## config.mk

```make
export PLATFORM = sky130hd
export DESIGN_NAME = ntt_bu_sched
export DESIGN_NICKNAME = d
export VERILOG_FILES = /design/src/rtl/ntt_bu_sched.sv
export SDC_FILE = /design/constraint.sdc
export NUM_CORES = 1
export LEC_CHECK = 0
export ABC_CLOCK_PERIOD_IN_PS = 2700
export BUFFER_PORTS_ARGS = -buffer_cell sky130_fd_sc_hd__buf_2
export CAP_MARGIN = 0
export CORE_UTILIZATION = 46
export DETAILED_ROUTE_END_ITERATION = 12
export PLACE_DENSITY = 0.77
export REMOVE_ABC_BUFFERS = 1
export SYNTH_ARGS = -nofsm -noshare
export SYNTH_HDL_FRONTEND = slang
export SYNTH_SLANG_ARGS = --single-unit
```

## constraint.sdc

```tcl
create_clock -name clk_i -period 2.7 [get_ports clk_i]
set_input_delay 0.135 -clock clk_i [delete_from_list [all_inputs] [get_ports clk_i]]
set_output_delay 0.135 -clock clk_i [all_outputs]
set_load 0.02 [all_outputs]
```

## src/rtl/ntt_bu_sched.sv

```systemverilog
// Address/control sequencer for an in-place radix-2 NTT over a 2R/2W coefficient RAM.
// Issues one butterfly read pair per cycle and replays it as a write pair after the BU latency.
module ntt_bu_sched #(
    parameter int ADW    = 5,
    parameter int BU_LAT = 3
) (
    input  logic           clk_i,
    input  logic           rst_i,
    input  logic           start_i,
    output logic           busy_o,
    output logic           done_o,
    output logic [ADW-1:0] addrr_a_o,
    output logic [ADW-1:0] addrr_b_o,
    output logic           rd_valid_o,
    output logic [ADW-1:0] tw_idx_o,
    output logic [2:0]     stage_o,
    output logic           we_o,
    output logic [ADW-1:0] addrw_a_o,
    output logic [ADW-1:0] addrw_b_o
);

    localparam int CW = $clog2(BU_LAT + 1) + 1;

    typedef enum logic [1:0] {
        S_IDLE,
        S_READ,
        S_DRAIN,
        S_DONE
    } state_t;

    state_t         r_state, w_state_nxt;
    logic [ADW-2:0] r_j, w_j_nxt;
    logic [2:0]     r_s, w_s_nxt;
    logic [CW-1:0]  r_cnt, w_cnt_nxt;
    logic           w_issue;

    logic [3:0]     w_sh;
    logic [ADW-1:0] w_jx, w_len, w_grp, w_a, w_b, w_tw;

    logic           r_rd_vld;
    logic [ADW-1:0] r_tw;
    logic [BU_LAT:0] r_dl_vld;
    logic [ADW-1:0] r_dl_a [BU_LAT+1];
    logic [ADW-1:0] r_dl_b [BU_LAT+1];

    // w_sh = log2(len); butterfly j splits into group (upper bits) and offset (lower bits)
    assign w_sh  = 4'(ADW - 1) - {1'b0, r_s};
    assign w_jx  = {1'b0, r_j};
    assign w_len = ADW'(1) << w_sh;
    assign w_grp = w_jx >> w_sh;
    assign w_a   = (w_grp << (w_sh + 4'd1)) | (w_jx & (w_len - 1'b1));
    assign w_b   = w_a | w_len;
    assign w_tw  = (ADW'(1) << r_s) + w_grp;

    always_ff @(posedge clk_i) begin
        if (rst_i) begin
            r_state <= S_IDLE;
            r_j     <= '0;
            r_s     <= '0;
            r_cnt   <= '0;
        end else begin
            r_state <= w_state_nxt;
            r_j     <= w_j_nxt;
            r_s     <= w_s_nxt;
            r_cnt   <= w_cnt_nxt;
        end
    end

    always_comb begin
        w_state_nxt = r_state;
        w_j_nxt     = r_j;
        w_s_nxt     = r_s;
        w_cnt_nxt   = r_cnt;
        w_issue     = 1'b0;
        case (r_state)
            S_IDLE: begin
                if (start_i) begin
                    w_state_nxt = S_READ;
                    w_j_nxt     = '0;
                    w_s_nxt     = '0;
                end
            end
            S_READ: begin
                w_issue   = 1'b1;
                w_cnt_nxt = '0;
                if (&r_j) begin
                    w_state_nxt = S_DRAIN;
                end else begin
                    w_j_nxt = r_j + 1'b1;
                end
            end
            S_DRAIN: begin
                // Wait until the stage's last write commits before reading the next stage
                if (r_cnt == CW'(BU_LAT)) begin
                    w_cnt_nxt = '0;
                    w_j_nxt   = '0;
                    if (r_s == 3'(ADW - 1)) begin
                        w_state_nxt = S_DONE;
                        w_s_nxt     = '0;
                    end else begin
                        w_state_nxt = S_READ;
                        w_s_nxt     = r_s + 3'd1;
                    end
                end else begin
                    w_cnt_nxt = r_cnt + 1'b1;
                end
            end
            S_DONE: begin
                w_state_nxt = S_IDLE;
            end
            default: begin
                w_state_nxt = S_IDLE;
            end
        endcase
    end

    // RAM read latency stage: valid and twiddle index line up with dout
    always_ff @(posedge clk_i) begin
        if (rst_i) begin
            r_rd_vld <= 1'b0;
            r_tw     <= '0;
        end else begin
            r_rd_vld <= w_issue;
            if (w_issue) begin
                r_tw <= w_tw;
            end
        end
    end

    // Write delay line: each stage only loads on valid so the tail holds the last write pair
    always_ff @(posedge clk_i) begin
        if (rst_i) begin
            r_dl_vld <= '0;
            for (int k = 0; k <= BU_LAT; k++) begin
                r_dl_a[k] <= '0;
                r_dl_b[k] <= '0;
            end
        end else begin
            r_dl_vld <= {r_dl_vld[BU_LAT-1:0], w_issue};
            if (w_issue) begin
                r_dl_a[0] <= w_a;
                r_dl_b[0] <= w_b;
            end
            for (int k = 1; k <= BU_LAT; k++) begin
                if (r_dl_vld[k-1]) begin
                    r_dl_a[k] <= r_dl_a[k-1];
                    r_dl_b[k] <= r_dl_b[k-1];
                end
            end
        end
    end

    assign busy_o     = (r_state == S_READ) || (r_state == S_DRAIN);
    assign done_o     = (r_state == S_DONE);
    assign addrr_a_o  = busy_o ? w_a : '0;
    assign addrr_b_o  = busy_o ? w_b : '0;
    assign stage_o    = r_s;
    assign rd_valid_o = r_rd_vld;
    assign tw_idx_o   = r_tw;
    assign we_o       = r_dl_vld[BU_LAT];
    assign addrw_a_o  = r_dl_a[BU_LAT];
    assign addrw_b_o  = r_dl_b[BU_LAT];

endmodule

```

# --- Yosys cells after proc, flatten, opt, wreduce, memory -nomap -nowiden ---
# Memories as Yosys holds them, arrays and structs flattened.
# Index checks and enable logic that the tools add are counted.
op_classes:
  add_sub_neg: 7
  eq_ne: 9
  shifts: 4
  mux: 40
  n_bitwise: 11
  reduce_logical: 9
op_table:
  columns: ["op", "n"]
  rows:
  - ["$mux W5", 10]
  - ["$mux W1", 15]
  - ["$mux W3", 4]
  - ["$mux W4", 3]
  - ["$pmux W3 S2", 2]
  - ["$pmux W4 S3", 1]
  - ["$or A5 B5 Y5", 2]
  - ["$add A4 B1 Y4 const B", 2]
  - ["$mux W2", 4]
  - ["$ne A2 B2 Y1 const B", 4]
  - ["$or A1 B1 Y1", 8]
  - ["$pmux W2 S4", 1]
  - ["$reduce_and A4 Y1", 2]
  - ["$add A3 B1 Y3 const B", 2]
  - ["$reduce_and A3 Y1", 2]
  - ["$add A5 B5 Y5", 1]
  - ["$and A4 B5 Y5", 1]
  - ["$shl A1 B3 Y5 const A", 1]
  - ["$shl A1 B4 Y5 const A", 1]
  - ["$shl A5 B4 Y5", 1]
  - ["$shr A4 B4 Y5", 1]
  - ["$sub A5 B1 Y5 const B", 1]
  - ["$eq A2 B2 Y1 const B", 2]
  - ["$reduce_bool A2 Y1", 2]
  - ["7 further kinds", 7]
word_totals:
  reg_bits: 22
  ram_bits: 40
  inputBits: 3
  n_memories: 2
memory_table:
  columns: ["memory", "words", "word_bits", "rd", "rd_ports_with_merged_regs", "write_ports", "line_no", "text"]
  rows:
  - ["r_dl_a", 4, 5, 4, 0, 4, "43", "logic [ADW-1:0] r_dl_a [BU_LAT+1];"]
  - ["r_dl_b", 4, 5, 4, 0, 4, "44", "logic [ADW-1:0] r_dl_b [BU_LAT+1];"]

# --- Logic depth before layout (Yosys ltp) ---
depth:
  depth_word: 7
  ltp_mapped: 14

# --- Least setup slack after synthesis ---
# Ideal clock, no wire load.
synth_path:
  path_kind: "flip-flop to flip-flop"
  start: "reg r_s[0], in the netlist stage_o[0]"
  end: "reg r_tw[4], in the netlist tw_idx_o[4]"
  setup_ns: 0.140
  t_arrival_ns: 2.828
  path_slack_ns: -0.269
  stages_incl_launch_ff: 14
  n_path_buf: 2
  period_less_slack_ns: 2.969
  cell_sequence: "dfxtp_1 -> buf_2 -> inv_1 -> ha_1 -> ha_1 -> clkbuf_2 -> nand2_1 -> o21ba_2 -> ha_1 -> inv_1 -> fa_1 -> nor2b_1 -> o21a_1 -> o311ai_0"
synth_via:
  elab_chain_cells: 3
synth_lines:
  columns: ["element", "line_no", "text"]
  rows:
  - ["start: declaration", "33", "logic [2:0] r_s, w_s_nxt;"]
  - ["start signal: assignment", "64", "r_s <= w_s_nxt;"]
  - ["$sub A3 B3 Y4", "47", "assign w_sh = 4'(ADW - 1) - {1'b0, r_s};"]
  - ["$shr A4 B4 Y5", "50", "assign w_grp = w_jx >> w_sh;"]
  - ["$add A5 B5 Y5 *", "53", "assign w_tw = (ADW'(1) << r_s) + w_grp;"]
  - ["end signal: assignment", "125", "r_tw <= w_tw;"]
  - ["end: declaration", "41", "logic [ADW-1:0] r_tw;"]
# Mark *: on every way between the ends. The rest lies on a longest branch, timed or not.
# A chain may end at the register's enable or synchronous reset.

# --- Worst setup path in the final report ---
layout_path:
  start: "reg r_s[1], in the netlist stage_o[1]"
  end: "out addrr_a_o[4]"
layout_via:
  elab_chain_cells: 6
layout_lines:
  columns: ["element", "line_no", "text"]
  rows:
  - ["$sub A3 B3 Y4 *", "47", null]
  - ["parallel branches: the longest is 3 deep, another holds $add A4 B1 Y4", null, null]
  - ["$or A5 B5 Y5 *", "51", "assign w_a = (w_grp << (w_sh + 4'd1)) | (w_jx & (w_len - 1'b1));"]
  - ["$mux W5 *", "155", "assign addrr_a_o = busy_o ? w_a : '0;"]
  - ["end: declaration", "12", "output logic [ADW-1:0] addrr_a_o,"]
# Every way passes the cells marked *.

==> impl_results.md <==
- Critical path cell sequence: inv_2 > ha_4 > ha_4 > ha_4 > or3b_4 > nor4_4 > nand2_1 > o21ai_1 > buf_4
- Max VDD drop: 289.8 uV
- DP Wirelength: 4.449 mm
- FMAX: 0.3817 GHz
- Overflow after GRT: 0
- Root buf cell: clkbuf_8
- Dominant cells by area after synthesis: edfxtp_1 (36%), dfxtp_1 (13%), ha_1 (9.3%)
- Total GRT Usage: 0.1737
- Ys async rst share: 0
- Period utilization: 0.9703
- P_sw: 844.2 uW
- Startpoint types: flip-flop
- CTS max path bufs: 2
- Clk network pwr share: 0.273
- Final Cell Area: 0.003934 sq mm
- First-pass GRT wire length: 10.03 mm
- Synth warn: 0
- TritonCTS buffer count: 9
- Worst path slowest cell: or3b_4
- Core area: 0.006907 sq mm
- Seq/Total Area, Yosys: 0.4847
- Final Hold Fails: 0
- Final Max Tran Viols: 0
- Fin worst setup slack: 0.08032 ns
- Yosys cell types: 61
- CTS tree: yes
- Switching share of total power: 0.3283
- PD cells: 653.6 mW/mm^2
- Number of routed nets with antenna violations: 0
- Placement Setup Slack: 0.1143 ns
- Flop pwr share: 0.465
- # setup viols final: 0
- Internal power: 1.727 mW
- Met2 WL: 3.107 mm
- Share of cells above drive strength 1: 0.2740
- Worst-path clk slew: 0.08 ns
- Drt drc: 0
- Commonest cells post-synth: edfxtp_1 (40), and2_1 (32), ha_1 (25), dfxtp_1 (21), nor2_1 (20)
- DRT Pass-1 Iters: 4
- Pwr Total: 2.571 mW
- Vias/cell: 5.353
- Number of port buffers: 34
- Comb power frac: 0.262
- Crit path max fanout: 3
- Critical path's largest stage delay: 0.40 ns
- Via count: 2409
- Post-synth EDFFs: 40
- Main synth FF type: edfxtp_1
- Critical Path Sink Type: primary output
- Yosys top cell by area: edfxtp_1
- N_diodes: 0
- LEAKAGE: 1.573 nW
- DR iter-0 viols: 198
- Top cell type's share of synthesized area: 0.3590
- Die ar.: 0.007619 sq mm
- Final min period: 2.620 ns
- Mapped cell area: 0.003346 sq mm
- Initial core utilization: 0.4844
- Vias in the first global route: 2180
- Largest net degree at the start of global routing: 30
- Aggregate routed wire length: 6.256 mm
- CTS Sinks: 61
- Std cell rows: 30
- DR WL/cell: 13.90 microns
- Placed inst area: 0.003633 sq mm
- Core Util, Final: 0.5696
- Cts hold-fix bufs: 0
- Later-pin clock latency in the skew report: 0.33 ns
- Tightest Pin Transition: 0.5211 ns
- Hold Crit Class: in2reg
- Top routing layer in use: met4
- Number of H-tree levels: 3
- Fin nets: 378
- Clock Skew: 0.01175 ns
- Met1 Routed Length: 2.717 mm
- Placer Congestion: 0.9755
- Most instantiated library cell after synthesis: edfxtp_1
- Die height: 87.29 microns
- Initial antenna violation count: 0
- I/O pins: 35
- Relative slew slack: 0.6526
- Top cell by count, worst path: ha_4
- Worst EP arrival: 2.48 ns
- Chip width: 87.29 microns
- Kind of critical path: reg2out
- Gate Count Post-Synth: 306
- Area grow syn2layout: 17.58%
- Critical path required time: 2.57 ns
- Seq cells post-synth: 61
- Metal3 WL: 299 microns
- Max cap viols: 0
- RSZ-0062 raised after global routing: true
- Synthesized area per cell: 10.93 sq um
- Status: finished clean
-- metrics by stage --
step	std cells	hold WS, ns	TNS (ns)
after global routing	450	0.2577	-0.03724
final	450	0.2476	0
after detailed placement	431	0.4869	0
after CTS	447	0.2349	0
after global placement	431	0.4646	0
after floorplan	289	0.2041	-1.701
-- worst max-delay path: cells and delay by family, from the launching register on --
family / cells / cell delay [ns]
buffers and inverters: 2 / 0.22
AOI/OAI and AO/OA: 1 / 0.11
and+or+nand+nor: 3 / 0.84
adders and majority gates: 3 / 0.64
DFF: 1 / 0.34
-- final timing paths --
kind,startpoint,end,slack [ns],cells after the start
setup reg to reg,stage_o[1],tw_idx_o[4],0.20,12
hold / removal,rst_i,stage_o[1],0.25,2
setup / recovery,stage_o[1],addrr_a_o[4],0.08,9
hold reg to reg,r_cnt[1],r_cnt[1],0.49,2
-- layer usage --
| metal | track usage | up-vias |
|---|---|---|
| li1 | - | 1187 |
| met1 | 0.2051 | 1134 |
| met2 | 0.3033 | 75 |
| met3 | 0.04550 | 13 |
| met4 | 0.06259 | 0 |
| met5 | 0 | - |
-- timing repair --
item / CTS / global route
pin swaps: 0 / 4
setup buffers: 0 / 3
hold endpoints to repair: 0 / 0
gates resized for setup: 6 / 14
setup endpoints to repair: 4 / 8
-- final cells by class --
| cell class | instances | area [sq um] |
|---|---|---|
| flip-flops and latches | 61 | 1624 |
| clock buffers | 9 | 123.9 |
| fillers | 607 | 2973 |
| clock inverters | 7 | 50.05 |
| multi-input cells | 216 | 1680 |
| inverters | 12 | 45.04 |
| repair buffers | 49 | 290.3 |
| well taps | 96 | 120.1 |
-- power by group through the flow --
stage,logic [mW],registers (mW),clock network (mW)
floorplan,0.451,1.23,0
global placement,0.631,1.21,0
detailed placement,0.657,1.21,0
CTS,0.661,1.19,0.722
global route,0.734,1.21,0.763
finish,0.673,1.20,0.702
-- sequential cells by signal, indices dropped and copies added (netlist names) --
signal    flops
r_dl_a       20
r_state       2
tw_idx_o      5
r_dl_vld      4
r_dl_b       20
r_cnt         3
r_j           4
stage_o       3
-- kinds of logic after synthesis --
logic type,after synthesis,share of synthesized area
adder cells (fa/ha/maj),26,0.09948
AND/OR/NAND/NOR,125,0.2244
flip-flops,61,0.4847
buffers and inverters,29,0.04113
XOR/XNOR,1,0.002618
AO/OA/AOI/OAI,58,0.1279
multiplexers,6,0.01982
-- placed cells by master (no fill, tap or decap), types with 4 or more instances in the layout --
cell | synthesis | final
inv_1 | 12 | 10
ha_4 | 0 | 4
a211oi_1 | 5 | 5
ha_1 | 25 | 21
a21oi_1 | 11 | 11
and2_1 | 32 | 32
nand2_1 | 13 | 13
buf_2 | 7 | 31
edfxtp_1 | 40 | 40
o21ai_0 | 8 | 8
nand3_1 | 8 | 7
dfxtp_1 | 21 | 19
nor2b_1 | 7 | 7
or2_2 | 5 | 5
nor2_1 | 20 | 20
a21boi_1 | 5 | 4
clkbuf_8 | 0 | 9
buf_4 | 1 | 18
nand2b_1 | 7 | 7
nor3_1 | 5 | 5
No activity file was read; power rests on OpenSTA's default activity.
